<file path="src/rtl/axi_pkg.sv">
// Shared AXI constants, master FSM state encoding and the beat-size helper.
package axi_pkg;
   localparam logic [1:0] BURST_INCR  = 2'b01;
   localparam logic [1:0] RESP_OKAY   = 2'b00;
   localparam logic [1:0] RESP_SLVERR = 2'b10;

   typedef enum logic [2:0] {IDLE, WRITE, WRESP, READ_ADDR, READ, DONE} state_e;

   function automatic logic [2:0] axi_size(input int unsigned data_width);
      return 3'($clog2(data_width / 8));
   endfunction
endpackage

</file>
<file path="src/rtl/axi_lfsr16.sv">
// 16-bit Galois LFSR (taps 16,14,13,11) producing three pseudo-random stall gates.
module axi_lfsr16 (
   input  logic       clk,
   input  logic       rst,
   output logic [2:0] gate
);
   logic [15:0] lfsr_q;
   logic [15:0] lfsr_d;

   always_comb begin
      lfsr_d = {1'b0, lfsr_q[15:1]};
      if (lfsr_q[0]) lfsr_d = lfsr_d ^ 16'hB400;
   end

   always_ff @(posedge clk) begin
      if (rst) lfsr_q <= 16'hACE1;
      else     lfsr_q <= lfsr_d;
   end

   assign gate = lfsr_q[2:0];
endmodule

</file>
<file path="src/rtl/axi_burst_master.sv">
// AXI4 master: writes one INCR burst of seed+k, reads it back and checks every beat.
// Optional random W/B/R stalling is compiled in with AXI_MASTER_RAND_STALL_EN.
module axi_burst_master
   import axi_pkg::*;
#(
   parameter int C_M_DATA_WIDTH = 32,
   parameter int C_M_ADDR_WIDTH = 8,
   parameter int C_M_ID_WIDTH   = 2
) (
   input  logic                        M_AXI_ACLK,
   input  logic                        M_AXI_ARST,
   input  logic                        start,
   input  logic [C_M_ADDR_WIDTH-1:0]   base_addr,
   input  logic [7:0]                  burst_len,
   input  logic [C_M_DATA_WIDTH-1:0]   seed,
   output logic                        busy,
   output logic                        done,
   output logic                        error,
   output logic [7:0]                  err_count,
   output logic [2:0]                  dbg_state,
   output logic                        M_AXI_AWVALID,
   output logic [C_M_ID_WIDTH-1:0]     M_AXI_AWID,
   output logic [C_M_ADDR_WIDTH-1:0]   M_AXI_AWADDR,
   output logic [7:0]                  M_AXI_AWLEN,
   output logic [2:0]                  M_AXI_AWSIZE,
   output logic [1:0]                  M_AXI_AWBURST,
   input  logic                        M_AXI_AWREADY,
   output logic                        M_AXI_WVALID,
   output logic [C_M_DATA_WIDTH-1:0]   M_AXI_WDATA,
   output logic [C_M_DATA_WIDTH/8-1:0] M_AXI_WSTRB,
   output logic                        M_AXI_WLAST,
   input  logic                        M_AXI_WREADY,
   input  logic                        M_AXI_BVALID,
   input  logic [C_M_ID_WIDTH-1:0]     M_AXI_BID,
   input  logic [1:0]                  M_AXI_BRESP,
   output logic                        M_AXI_BREADY,
   output logic                        M_AXI_ARVALID,
   output logic [C_M_ID_WIDTH-1:0]     M_AXI_ARID,
   output logic [C_M_ADDR_WIDTH-1:0]   M_AXI_ARADDR,
   output logic [7:0]                  M_AXI_ARLEN,
   output logic [2:0]                  M_AXI_ARSIZE,
   output logic [1:0]                  M_AXI_ARBURST,
   input  logic                        M_AXI_ARREADY,
   input  logic                        M_AXI_RVALID,
   input  logic [C_M_ID_WIDTH-1:0]     M_AXI_RID,
   input  logic [C_M_DATA_WIDTH-1:0]   M_AXI_RDATA,
   input  logic [1:0]                  M_AXI_RRESP,
   input  logic                        M_AXI_RLAST,
   output logic                        M_AXI_RREADY
);
   localparam int DW = C_M_DATA_WIDTH;
   localparam int AW = C_M_ADDR_WIDTH;
   localparam int IW = C_M_ID_WIDTH;

   // Every channel uses VALID/READY: a transfer happens on a clock edge where both
   // are high; VALID never drops and payload never changes while waiting for READY.
   state_e          state_q, state_d;
   logic [AW-1:0]   addr_q, addr_d;
   logic [7:0]      len_q, len_d;
   logic [DW-1:0]   seed_q, seed_d;
   logic [7:0]      beat_q, beat_d;
   logic            awvalid_q, awvalid_d;
   logic            wvalid_q, wvalid_d;
   logic            aw_done_q, aw_done_d;
   logic            w_done_q, w_done_d;
   logic [IW-1:0]   awid_q, awid_d;
   logic [IW-1:0]   arid_q, arid_d;
   logic [IW-1:0]   bid_exp_q, bid_exp_d;
   logic [IW-1:0]   rid_exp_q, rid_exp_d;
   logic            error_q, error_d;
   logic [7:0]      err_count_q, err_count_d;

   logic            w_gate, b_gate, r_gate;
   logic [DW-1:0]   exp_data;
   logic            last_beat;
   logic            aw_hs, w_hs, b_hs, ar_hs, r_hs;

`ifdef AXI_MASTER_RAND_STALL_EN
   logic [2:0] gate;
   axi_lfsr16 u_lfsr (
      .clk  (M_AXI_ACLK),
      .rst  (M_AXI_ARST),
      .gate (gate)
   );
   assign w_gate = gate[0];
   assign b_gate = gate[1];
   assign r_gate = gate[2];
`else
   assign w_gate = 1'b1;
   assign b_gate = 1'b1;
   assign r_gate = 1'b1;
`endif

   assign exp_data  = seed_q + DW'(beat_q);
   assign last_beat = (beat_q == len_q);
   assign aw_hs = awvalid_q && M_AXI_AWREADY;
   assign w_hs  = wvalid_q && M_AXI_WREADY;
   assign b_hs  = M_AXI_BREADY && M_AXI_BVALID;
   assign ar_hs = M_AXI_ARVALID && M_AXI_ARREADY;
   assign r_hs  = M_AXI_RREADY && M_AXI_RVALID;

   always_comb begin
      state_d     = state_q;
      addr_d      = addr_q;
      len_d       = len_q;
      seed_d      = seed_q;
      beat_d      = beat_q;
      awvalid_d   = awvalid_q;
      wvalid_d    = wvalid_q;
      aw_done_d   = aw_done_q;
      w_done_d    = w_done_q;
      awid_d      = awid_q;
      arid_d      = arid_q;
      bid_exp_d   = bid_exp_q;
      rid_exp_d   = rid_exp_q;
      error_d     = error_q;
      err_count_d = err_count_q;
      case (state_q)
         IDLE: begin
            if (start) begin
               addr_d      = base_addr;
               len_d       = burst_len;
               seed_d      = seed;
               beat_d      = 8'd0;
               awvalid_d   = 1'b1;
               wvalid_d    = 1'b1;
               aw_done_d   = 1'b0;
               w_done_d    = 1'b0;
               error_d     = 1'b0;
               err_count_d = 8'd0;
               state_d     = WRITE;
            end
         end
         WRITE: begin
            if (aw_hs) begin
               awvalid_d = 1'b0;
               aw_done_d = 1'b1;
               awid_d    = awid_q + IW'(1);
               bid_exp_d = awid_q;
            end
            // A new W beat may only be raised when the gate allows; a raised one is held.
            if (w_hs) begin
               if (last_beat) begin
                  wvalid_d = 1'b0;
                  w_done_d = 1'b1;
               end else begin
                  beat_d   = beat_q + 8'd1;
                  wvalid_d = w_gate;
               end
            end else if (!wvalid_q && !w_done_q) begin
               wvalid_d = w_gate;
            end
            if ((aw_done_q || aw_hs) && (w_done_q || (w_hs && last_beat))) begin
               beat_d  = 8'd0;
               state_d = WRESP;
            end
         end
         WRESP: begin
            if (b_hs) begin
               if ((M_AXI_BRESP != RESP_OKAY) || (M_AXI_BID != bid_exp_q)) error_d = 1'b1;
               state_d = READ_ADDR;
            end
         end
         READ_ADDR: begin
            if (ar_hs) begin
               arid_d    = arid_q + IW'(1);
               rid_exp_d = arid_q;
               beat_d    = 8'd0;
               state_d   = READ;
            end
         end
         READ: begin
            if (r_hs) begin
               if (M_AXI_RDATA != exp_data) begin
                  error_d = 1'b1;
                  if (err_count_q != 8'hFF) err_count_d = err_count_q + 8'd1;
               end
               if ((M_AXI_RRESP != RESP_OKAY) || (last_beat != M_AXI_RLAST) ||
                   (M_AXI_RID != rid_exp_q)) error_d = 1'b1;
               if (last_beat) state_d = DONE;
               else           beat_d  = beat_q + 8'd1;
            end
         end
         DONE:    state_d = IDLE;
         default: state_d = IDLE;
      endcase
   end

   always_ff @(posedge M_AXI_ACLK) begin
      if (M_AXI_ARST) begin
         state_q     <= IDLE;
         addr_q      <= '0;
         len_q       <= 8'd0;
         seed_q      <= '0;
         beat_q      <= 8'd0;
         awvalid_q   <= 1'b0;
         wvalid_q    <= 1'b0;
         aw_done_q   <= 1'b0;
         w_done_q    <= 1'b0;
         awid_q      <= '0;
         arid_q      <= '0;
         bid_exp_q   <= '0;
         rid_exp_q   <= '0;
         error_q     <= 1'b0;
         err_count_q <= 8'd0;
      end else begin
         state_q     <= state_d;
         addr_q      <= addr_d;
         len_q       <= len_d;
         seed_q      <= seed_d;
         beat_q      <= beat_d;
         awvalid_q   <= awvalid_d;
         wvalid_q    <= wvalid_d;
         aw_done_q   <= aw_done_d;
         w_done_q    <= w_done_d;
         awid_q      <= awid_d;
         arid_q      <= arid_d;
         bid_exp_q   <= bid_exp_d;
         rid_exp_q   <= rid_exp_d;
         error_q     <= error_d;
         err_count_q <= err_count_d;
      end
   end

   assign busy      = (state_q != IDLE) && (state_q != DONE);
   assign done      = (state_q == DONE);
   assign error     = error_q;
   assign err_count = err_count_q;
   assign dbg_state = state_q;

   assign M_AXI_AWVALID = awvalid_q;
   assign M_AXI_AWID    = awid_q;
   assign M_AXI_AWADDR  = addr_q;
   assign M_AXI_AWLEN   = len_q;
   assign M_AXI_AWSIZE  = axi_size(DW);
   assign M_AXI_AWBURST = BURST_INCR;
   assign M_AXI_WVALID  = wvalid_q;
   assign M_AXI_WDATA   = exp_data;
   assign M_AXI_WSTRB   = '1;
   assign M_AXI_WLAST   = last_beat;
   assign M_AXI_BREADY  = (state_q == WRESP) && b_gate;
   assign M_AXI_ARVALID = (state_q == READ_ADDR);
   assign M_AXI_ARID    = arid_q;
   assign M_AXI_ARADDR  = addr_q;
   assign M_AXI_ARLEN   = len_q;
   assign M_AXI_ARSIZE  = axi_size(DW);
   assign M_AXI_ARBURST = BURST_INCR;
   assign M_AXI_RREADY  = (state_q == READ) && r_gate;
endmodule

</file>
<file path="config.mk">
export PLATFORM = sky130hd
export DESIGN_NAME = axi_burst_master
export DESIGN_NICKNAME = d
export VERILOG_FILES = /design/src/rtl/axi_pkg.sv /design/src/rtl/axi_lfsr16.sv /design/src/rtl/axi_burst_master.sv
export SDC_FILE = /design/constraint.sdc
export NUM_CORES = 1
export LEC_CHECK = 0
export ABC_AREA = 0
export BUFFER_PORTS_ARGS = -buffer_cell sky130_fd_sc_hd__buf_2
export CAP_MARGIN = 10
export CORE_ASPECT_RATIO = 1.2
export CORE_MARGIN = 2
export CORE_UTILIZATION = 55
export DETAILED_ROUTE_END_ITERATION = 8
export GPL_ROUTABILITY_DRIVEN = 1
export PLACE_DENSITY_LB_ADDON = 0.2
export RECOVER_POWER = 50
export SLEW_MARGIN = 10
export SYNTH_ARGS = -nofsm -noshare
export SYNTH_HDL_FRONTEND = slang
export SYNTH_SLANG_ARGS = --single-unit
</file>
<file path="constraint.sdc">
create_clock -name M_AXI_ACLK -period 5.07 [get_ports M_AXI_ACLK]
set_input_delay 0.2535 -clock M_AXI_ACLK [delete_from_list [all_inputs] [get_ports M_AXI_ACLK]]
set_output_delay 0.2535 -clock M_AXI_ACLK [all_outputs]
set_load 0.03 [all_outputs]
</file>
==> impl_metrics.toml, run 1 <==
[clock_network]
cts_htree_levels = 3
postCtsSetupRepairBufs = 0
clk_path_buf_depth = 2
cts-root-buf = "clkbuf_16"
cts_hold_buf = 0
cts_tree = "built"
cts_sinks = 80
numCtsBuffers = 9
cts_resized = 0
clock_latency_ns = 0.35
cts.reportedPaths.clkPinSlew_ns = 0.07

[worst_setup_path]
cp_top_family = "simple AND/OR/NAND/NOR gates"
critPathLaunch = "dbg_state[1]$_SDFFE_PP0P_"
cpPeakStageDelay_ns = 1.93
worst_ep_arrival_time_ns = 4.50
path_cells = "nor2b_1 > and2_0 > a21oi_1 > a41o_1 > or4_1 > a21oi_1"
critPathCaptureType = "flop"
rr_startpoint = "dbg_state[1]$_SDFFE_PP0P_"
crit_type = "flop to flop"
critPathMaxFanout = 52
crit_required_ns = 5.33
cpMostUsedCell = "a21oi_1"
critPathLaunchType = "flop"
path_buf_inv = 0
critPathSlowestCell = "and2_0"

[timing]
maxSlewHeadroom_pct = -73.5
setup_viol = 0
final-max-slew-violation-count = 53
finalCritPeriodShare_pct = 83.6
tns_ns = 0
max_freq_mhz = 236
skew_ns = 0.0121
tightest_slew_ns = 2.60
hold_viol = 0
min_period_ns = 4.24
rsz0062_at_grt = "false"

[detailed_routing]
drc = 0
drtIter0Drc = 327
viasPerCell = 5.80
wire_per_inst_um = 17.1
postRouteAntennaNets = 0
drt-total-wl_mm = 17.1
drt_pass1_iterations = 5
vias = 5791

[hold_path]
hold_class = "input pin to flop"
min-delay-start = "seed[31]"

[power_and_ir_drop]
p_total_mw = 2.74
power-per-cell-area_mw_per_mm2 = 413
leakagePower_nw = 2.69
vdd_drop_max_mv = 0.513

[synth]
synth_area_per_cell_um2 = 7.76
synth_ff_type = "dfxtp_1"
synth-edff-count = 0
synthTopCellsByArea = "dfxtp_1 (28%), nand2_1 (8.5%), xnor2_1 (7.5%)"
yosysTopAreaCellShare_pct = 28.5
synth_seq_cells = 80
syn_area_mm2 = 0.00563
synth_area_leader_cell = "dfxtp_1"
ys_types = 71
ys_seq_area_share_pct = 28.5
async_flop_share_pct = 0
yosys_warnings = 0
netlist_instances = 725

[floorplanning]
rows = 40
start_util_pct = 56.2
die_y_um = 115
core_area_mm2 = 0.0100
dieArea_mm2 = 0.0111
fp.dieW_um = 96.3
ioPinCount = 199

[final_layout]
area_growth_pct = 17.8
drive_gt1_share_pct = 18.7
fin_nets = 976
antenna_cells = 0

[place]
dpl.hpwl_mm = 13.2
io_buffers = 184
globalplace.congestion = 0.960

[grt]
grt_pass1_wl_mm = 26.5
grt-ovfl-total = 0
grt_antenna_before_repair = 0
grt_pass1_vias = 5346
grt_usage_pct = 30.6
grt_max_degree = 75

[job]
maxCapViolations = 1

[outcome]
outcome = "complete, but fails checks"
failed_checks = "max-capacitance violations, max-slew violations"
[path summary, 6_finish.rpt]
kind	end	slack [ns]	depth (start not counted)
worst max-delay path	err_count[4]$_SDFFE_PP0P_	0.83	6
worst min register to register	bid_exp_q[1]$_SDFFE_PP0P_	0.47	2
worst max register to register	err_count[4]$_SDFFE_PP0P_	0.83	6
worst min-delay path	seed_q[31]$_SDFFE_PP0P_	0.14	3
[tightest hold or removal path: cells and delay by family]
family | cells | cell delay [ns]
simple gates | 1 | 0.04
buf+inv | 1 | 0.09
compound gates | 1 | 0.05
[where the power goes]
part	leakage (nW)	switching, mW	total [mW]	internal, mW
Combinational	1.89	0.787	1.18	0.392
Clock	0.150	0.285	0.677	0.392
Sequential	0.653	0.158	0.882	0.724
Total	2.69	1.23	2.74	1.51
[per-stage QoR]
| stage | cell area [µm²] | cells | setup WS, ns | utilization (%) | hold WS, ns |
|---|---|---|---|---|---|
| global placement | 6390 | 983 | 1.15 | 63.8 | 0.448 |
| floorplan | 5670 | 737 | 1.40 | - | 0.389 |
| detailed placement | 6390 | 983 | 1.10 | 63.8 | 0.455 |
| CTS | 6700 | 999 | 1.07 | 66.9 | 0.131 |
| finish | 6630 | 999 | 0.830 | 66.2 | 0.137 |
| global route | 6630 | 999 | 0.507 | 66.2 | 0.136 |
[metal layers]
metal  part of all wire, %  global-route usage, %  vias up
li1                      -                      -     2813
met1                    41                   38.6     2685
met2                    49                   51.5      257
met3                   7.5                   5.44       36
met4                   3.1                   11.9        0
met5                     0                      0        -
[cell usage after synthesis, drive strengths merged (3+ instances only)]
master / instances
nor3b: 5
o211ai: 12
o22ai: 3
clkbuf: 27
ha: 10
a21oi: 81
a211oi: 6
o2111ai: 6
mux2i: 5
buf: 40
a31oi: 9
nor4: 8
o21ai: 14
nand4b: 3
xnor2: 48
dfxtp: 80
a211o: 3
a2111oi: 6
and3: 8
nand2: 127
nor3: 10
o21a: 5
or3: 3
and4: 7
nand4: 10
a21o: 7
nand3: 20
xnor3: 5
or4: 4
inv: 17
and2: 3
or2: 4
o31ai: 10
xor2: 22
nor2b: 9
nor2: 48
nand2b: 7
[state kept, by name, indices dropped and copies added (netlist names)]
| name | cells |
|---|---|
| seed_q | 32 |
| M_AXI_ARADDR | 8 |
| M_AXI_ARLEN | 8 |
| beat_q | 8 |
| err_count | 8 |
| dbg_state | 3 |
| M_AXI_ARID | 2 |
| M_AXI_AWID | 2 |
| bid_exp_q | 2 |
| rid_exp_q | 2 |
| M_AXI_AWVALID | 1 |
| M_AXI_WVALID | 1 |
| aw_done_q | 1 |
| error | 1 |
| w_done_q | 1 |
[layout make-up]
| cell class | count | area, µm² |
|---|---|---|
| clock buffers | 9 | 225 |
| clock inverters | 7 | 88.8 |
| fillers | 941 | 3380 |
| inverters | 18 | 67.6 |
| multi-input cells | 572 | 3610 |
| flip-flops and latches | 80 | 1600 |
| well taps | 126 | 158 |
| repair buffers | 187 | 875 |
[cell families after synthesis]
logic type,share of synthesized area [%]
flip-flops,28.5
AO/OA/AOI/OAI,21.7
adder cells (fa/ha/maj),2.58
buffers and inverters,8.09
XOR/XNOR,13.7
multiplexers,0.890
AND/OR/NAND/NOR,24.4
other,0.133
[cell usage in the layout, fill, tap and decap left out, drive strengths merged, types with 8 or more instances in the layout]
cell    instances
nor2           48
nor4            8
ha             10
a31oi           9
nor3           10
o21ai          14
a21oi          81
and3            8
conb           14
nand2         127
o31ai          10
nor2b           9
xor2           22
clkbuf         64
o211ai         12
xnor2          48
inv            20
nand3          20
nand4          10
buf           132
dfxtp          80
No activity file was read; power rests on OpenSTA's default activity.
==> run 2, diff against run 1 <==
Settings changed: CORE_UTILIZATION 55 to 46.
Clock period 5.07 ns to 3.8 ns, I/O delays scaled along.
==> run 2 against run 1 <==
- register-to-register slack got worse by 0.64 ns
- via count increased by 2.0%
- setup slack worse by 0.64 ns
- cell count is 5.5% higher
- wire length increased by 2.1%
- clock power increased by 29%
- sequential power grew 28%
- combinational power is 40% higher
- total power increased by 33%
- the flow now finishes without violations
- clock-buffer cell count rose by 2
==> impl_metrics.toml, run 2 (synthesized netlist as in run 1, its figures left out) <==
[clock_network]
numCtsBuffers = 9
cts_sinks = 80
cts_tree = "built"
clock_latency_ns = 0.34
cts.reportedPaths.clkPinSlew_ns = 0.06
cts-root-buf = "clkbuf_16"
cts_hold_buf = 0
clk_path_buf_depth = 2
cts_htree_levels = 3

[power_and_ir_drop]
leakagePower_nw = 2.79
p_total_mw = 3.65
vdd_drop_max_mv = 0.340
power-per-cell-area_mw_per_mm2 = 535

[detailed_routing]
vias = 5909
drc = 0
viasPerCell = 5.61
drt_pass1_iterations = 5
wire_per_inst_um = 16.6
postRouteAntennaNets = 0
drt-total-wl_mm = 17.5
drtIter0Drc = 333
wl_met1_mm = 6.95
top_layer = "met4"
wl_met3_mm = 1.33
dr_wl_met2_mm = 8.63

[timing]
skew_ns = 0.0102
maxSlewHeadroom_pct = 31.3
tns_ns = 0
hold_viol = 0
rsz0062_at_grt = "false"
finalCritPeriodShare_pct = 95.1
max_freq_mhz = 277
setup_viol = 0
tightest_slew_ns = 1.03
final-max-slew-violation-count = 0
min_period_ns = 3.61

[worst_setup_path]
r2r_cells = 10
crit_type = "flop to flop"
critPathMaxFanout = 13
r2r-end = "error$_SDFFE_PP0P_"
critPathLaunchType = "flop"
critPathLaunch = "beat_q[4]$_SDFFE_PP0P_"
worst_ep_arrival_time_ns = 3.85
rr_startpoint = "beat_q[4]$_SDFFE_PP0P_"
crit_required_ns = 4.03
reg2reg_slack_ns = 0.19
critPathCaptureType = "flop"

[floorplanning]
rows = 44
die_y_um = 125
start_util_pct = 46.9
dieArea_mm2 = 0.0131
fp.dieW_um = 105
core_area_mm2 = 0.0120
ioPinCount = 199

[hold_path]
hold_class = "input pin to flop"
hold_depth = 3
min-delay-start = "seed[18]"
worstHoldEndpoint = "seed_q[18]$_SDFFE_PP0P_"

[final_layout]
fillers = 1209
regArea_mm2 = 0.00160
largest_register_ffs = 32
layout_commonest_cell = "buf_2"
fin_util_pct = 56.8
fin_nets = 995
drive_gt1_share_pct = 20.5
area_growth_pct = 21.2
final_cell_mix = "buf_2 (129), nand2_1 (127), a21oi_1 (81)"
multiInputGateArea_mm2 = 0.00364
largest_register = "seed_q"

[grt]
grt_max_degree = 52
grt_pass1_wl_mm = 27.8
grt-ovfl-total = 0
grt_usage_pct = 26.1
grt_antenna_before_repair = 1
grt_pass1_vias = 5633

[place]
globalplace.congestion = 0.951
io_buffers = 184
dpl.hpwl_mm = 13.6

[outcome]
outcome = "finished clean"

[job]
maxCapViolations = 0
==> run 2: cell count changes in the layout (fill, tap and decap cells not counted), sizes merged <==
cell,change
clkinv,+1
inv,-3
clkbuf,+4
diode,+1
buf,+17
==> run 2: critical path, stage by stage, from the launching register on <==
cell and delay (ns):
dfxtp_1 0.44, ha_1 0.32, a21oi_1 0.35, o31ai_1 0.21
a221o_1 0.38, or3_1 0.31, a2111oi_0 0.53, and4b_1 0.33
and4_4 0.35, a31oi_1 0.11, a21o_1 0.17
==> run 2: area by class of cell <==
type / count / area share [%]
Clock buffer: 11 / 3.56
Multi-Input combinational cell: 572 / 53.3
Timing Repair Buffer: 206 / 14.8
Tap cell: 161 / 2.95
Inverter: 18 / 0.990
Clock inverter: 5 / 0.825
Antenna cell: 1 / 0.0367
Sequential cell: 80 / 23.5
==> run 2: how the worst max path moves through the flow <==
stage / to / slack (ns) / cells after the start
2_1_floorplan: error$_SDFFE_PP0P_ / 0.13 / 12
3_3_place_gp: error$_SDFFE_PP0P_ / 0.13 / 11
3_5_place_dp: error$_SDFFE_PP0P_ / 0.14 / 11
4_1_cts: error$_SDFFE_PP0P_ / 0.13 / 11
5_1_grt: err_count[5]$_SDFFE_PP0P_ / 0.007 / 14
6_report: error$_SDFFE_PP0P_ / 0.19 / 10
==> run 2: routing by layer <==
metal  vias up  track usage, %
li1       2847               -
met1      2749            31.7
met2       273            45.1
met3        40            5.06
met4         0            10.7
met5         -               0
==> run 2: report_power, final <==
| part | leakage [nW] | internal (mW) | switching (mW) |
|---|---|---|---|
| clock | 0.146 | 0.526 | 0.345 |
| combinational | 1.99 | 0.539 | 1.12 |
| sequential | 0.653 | 0.966 | 0.159 |
==> run 2: through the flow <==
step	cells	area [µm²]	hold WS, ns	setup slack [ns]
global route	1054	6820	0.0876	0.00727
global placement	1037	6570	0.430	0.134
floorplan	737	5670	0.326	0.133
detailed placement	1037	6570	0.437	0.138
finish	1054	6820	0.0870	0.187
CTS	1053	6870	0.0799	0.133
==> run 2: what timing repair did <==
item                                    CTS  global route
resized for setup                         0             3
endpoints found under the setup margin    0             8
setup buffers                             0             0
==> run 3, diff against run 2 <==
Settings changed: CELL_PAD_IN_SITES_DETAIL_PLACEMENT set to 0, CELL_PAD_IN_SITES_GLOBAL_PLACEMENT set to 1, CORE_UTILIZATION 46 to 33, CTS_BUF_LIST set to sky130_fd_sc_hd__clkbuf_2 sky130_fd_sc_hd__clkbuf_4 sky130_fd_sc_hd__clkbuf_8.
==> run 3 against run 2 <==
- non-clock buffer count is 7 higher
- design area hardly changed
- largest cell class unchanged
- register-to-register slack hardly changed
- cell count is 5.7% higher
- flip-flop and latch count stayed put
- combinational power is 2% higher
- highest routed layer unchanged
- critical path type unchanged
- largest power group unchanged
- first-iteration DRC count is 5.4% lower
- setup slack better by 0.0031 ns
- total power is 6.6% lower
- wire length is 7.9% higher
- critical path depth is 2 higher
- fmax hardly changed
==> impl_metrics.toml, run 3 (synthesized netlist as in run 1, its figures left out) <==
[worst_setup_path]
r2r-end = "error$_SDFFE_PP0P_"
r2r_cells = 12
critPathCaptureType = "flop"
worst_ep_arrival_time_ns = 3.88
critPathMaxFanout = 13
rr_startpoint = "beat_q[6]$_SDFFE_PP0P_"
crit_type = "flop to flop"
crit_required_ns = 4.07
reg2reg_slack_ns = 0.19
critPathLaunchType = "flop"

[timing]
hold_viol = 0
maxSlewHeadroom_pct = 28.6
tightest_slew_ns = 1.07
finalCritPeriodShare_pct = 95.0
setup_ws_ns = 0.190
whs_ns = 0.0438
setup_viol = 0
rsz0062_at_grt = "false"
skew_ns = 0.0142
min_period_ns = 3.61
max_freq_mhz = 277
final-max-slew-violation-count = 0
tns_ns = 0

[detailed_routing]
wl_met3_mm = 1.16
dr_wl_met2_mm = 9.47
drc = 0
drt-total-wl_mm = 18.9
postRouteAntennaNets = 0
viasPerCell = 5.16
drtIter0Drc = 315
wire_per_inst_um = 16.9
wl_met1_mm = 7.71
top_layer = "met4"
drt_pass1_iterations = 4
vias = 5744

[place]
dpl.hpwl_mm = 15.3
place_ws_ns = 0.0976
dpl-instance-area_mm2 = 0.00669
dp_cells = 1099
globalplace.congestion = 0.918
io_buffers = 184

[grt]
grt_usage_pct = 20.8
grt_antenna_before_repair = 0
grt_max_degree = 52
grt_pass1_vias = 5659
grt-ovfl-total = 0
grt_pass1_wl_mm = 29.4

[clock_network]
cts-root-buf = "clkbuf_8"
numCtsBuffers = 9
cts.reportedPaths.clkPinSlew_ns = 0.09
clk_path_buf_depth = 2
cts_sinks = 80
cts_htree_levels = 3
cts_hold_buf = 0
cts_tree = "built"
clock_latency_ns = 0.37

[final_layout]
antenna_cells = 0
fin_nets = 1002
fin_util_pct = 40.6
final_cell_mix = "buf_2 (129), nand2_1 (127), a21oi_1 (81)"
largest_register_ffs = 32
layoutNonFillerInstCount = 1114
final_cell_area_mm2 = 0.00682
area_growth_pct = 21.2
largest_register = "seed_q"
layout_commonest_cell = "buf_2"
drive_gt1_share_pct = 21.3

[power_and_ir_drop]
power-per-cell-area_mw_per_mm2 = 500
vdd_drop_max_mv = 0.243
leakagePower_nw = 2.77
p_total_mw = 3.41

[hold_path]
hold_depth = 3
worstHoldEndpoint = "M_AXI_ARLEN[3]$_SDFFE_PP0P_"
hold_class = "input pin to flop"
min-delay-start = "burst_len[3]"

[floorplanning]
core_area_mm2 = 0.0168
dieArea_mm2 = 0.0181
start_util_pct = 33.5
rows = 52
ioPinCount = 199
die_y_um = 147
fp.dieW_um = 123

[outcome]
outcome = "finished clean"

[job]
maxCapViolations = 0
-- run 3: cell count changes in the layout (fill, tap and decap cells not counted), sizes merged --
cell,change
clkbuf,+1
clkinv,-2
buf,+7
bufinv,-1
inv,+1
diode,-1
-- run 3: worst max-delay path, cell delays in order (launching register included) --
cell,delay [ns]
dfxtp_1,0.36
ha_1,0.41
buf_4,0.18
and3_1,0.23
nand3_1,0.09
o21ai_0,0.41
xnor3_1,0.29
a21bo_2,0.24
a2111oi_1,0.47
buf_4,0.21
and4_4,0.33
a31oi_1,0.11
a21o_1,0.18
-- run 3: layout make-up --
cell class	instances	area, µm²
Tap cell	216	270
Fill cell	1845	9970
Multi-Input combinational cell	572	3630
Sequential cell	80	1600
Clock inverter	3	25.0
Clock buffer	12	159
Timing Repair Buffer	213	1060
Inverter	18	67.6
-- run 3: worst max-delay path by stage --
stage | endpoint | slack (ns) | startpoint
floorplan | error$_SDFFE_PP0P_ | 0.13 | beat_q[6]$_SDFFE_PP0P_
global placement | error$_SDFFE_PP0P_ | 0.11 | beat_q[6]$_SDFFE_PP0P_
detailed placement | error$_SDFFE_PP0P_ | 0.1 | beat_q[5]$_SDFFE_PP0P_
CTS | error$_SDFFE_PP0P_ | 0.06 | beat_q[5]$_SDFFE_PP0P_
global route | err_count[3]$_SDFFE_PP0P_ | 0.01 | seed_q[0]$_SDFFE_PP0P_
finish | error$_SDFFE_PP0P_ | 0.19 | beat_q[6]$_SDFFE_PP0P_
-- run 3: routing by layer --
| metal | vias to the layer above | track usage (%) |
|---|---|---|
| li1 | 2857 | - |
| met1 | 2666 | 25.0 |
| met2 | 190 | 35.9 |
| met3 | 31 | 4.54 |
| met4 | 0 | 7.27 |
| met5 | - | 0 |
-- run 3: repair_timing --
item                                    in CTS  in global routing
buffers inserted                             0                  0
gates resized for setup                      0                  5
endpoints found under the setup margin       0                  8
-- run 3: power by group --
group          internal (mW)  switching [mW]  total, mW  leakage, nW
logic                  0.553            1.14       1.69         2.02
registers              0.965           0.146       1.11        0.653
clock network          0.281           0.325      0.606       0.0925
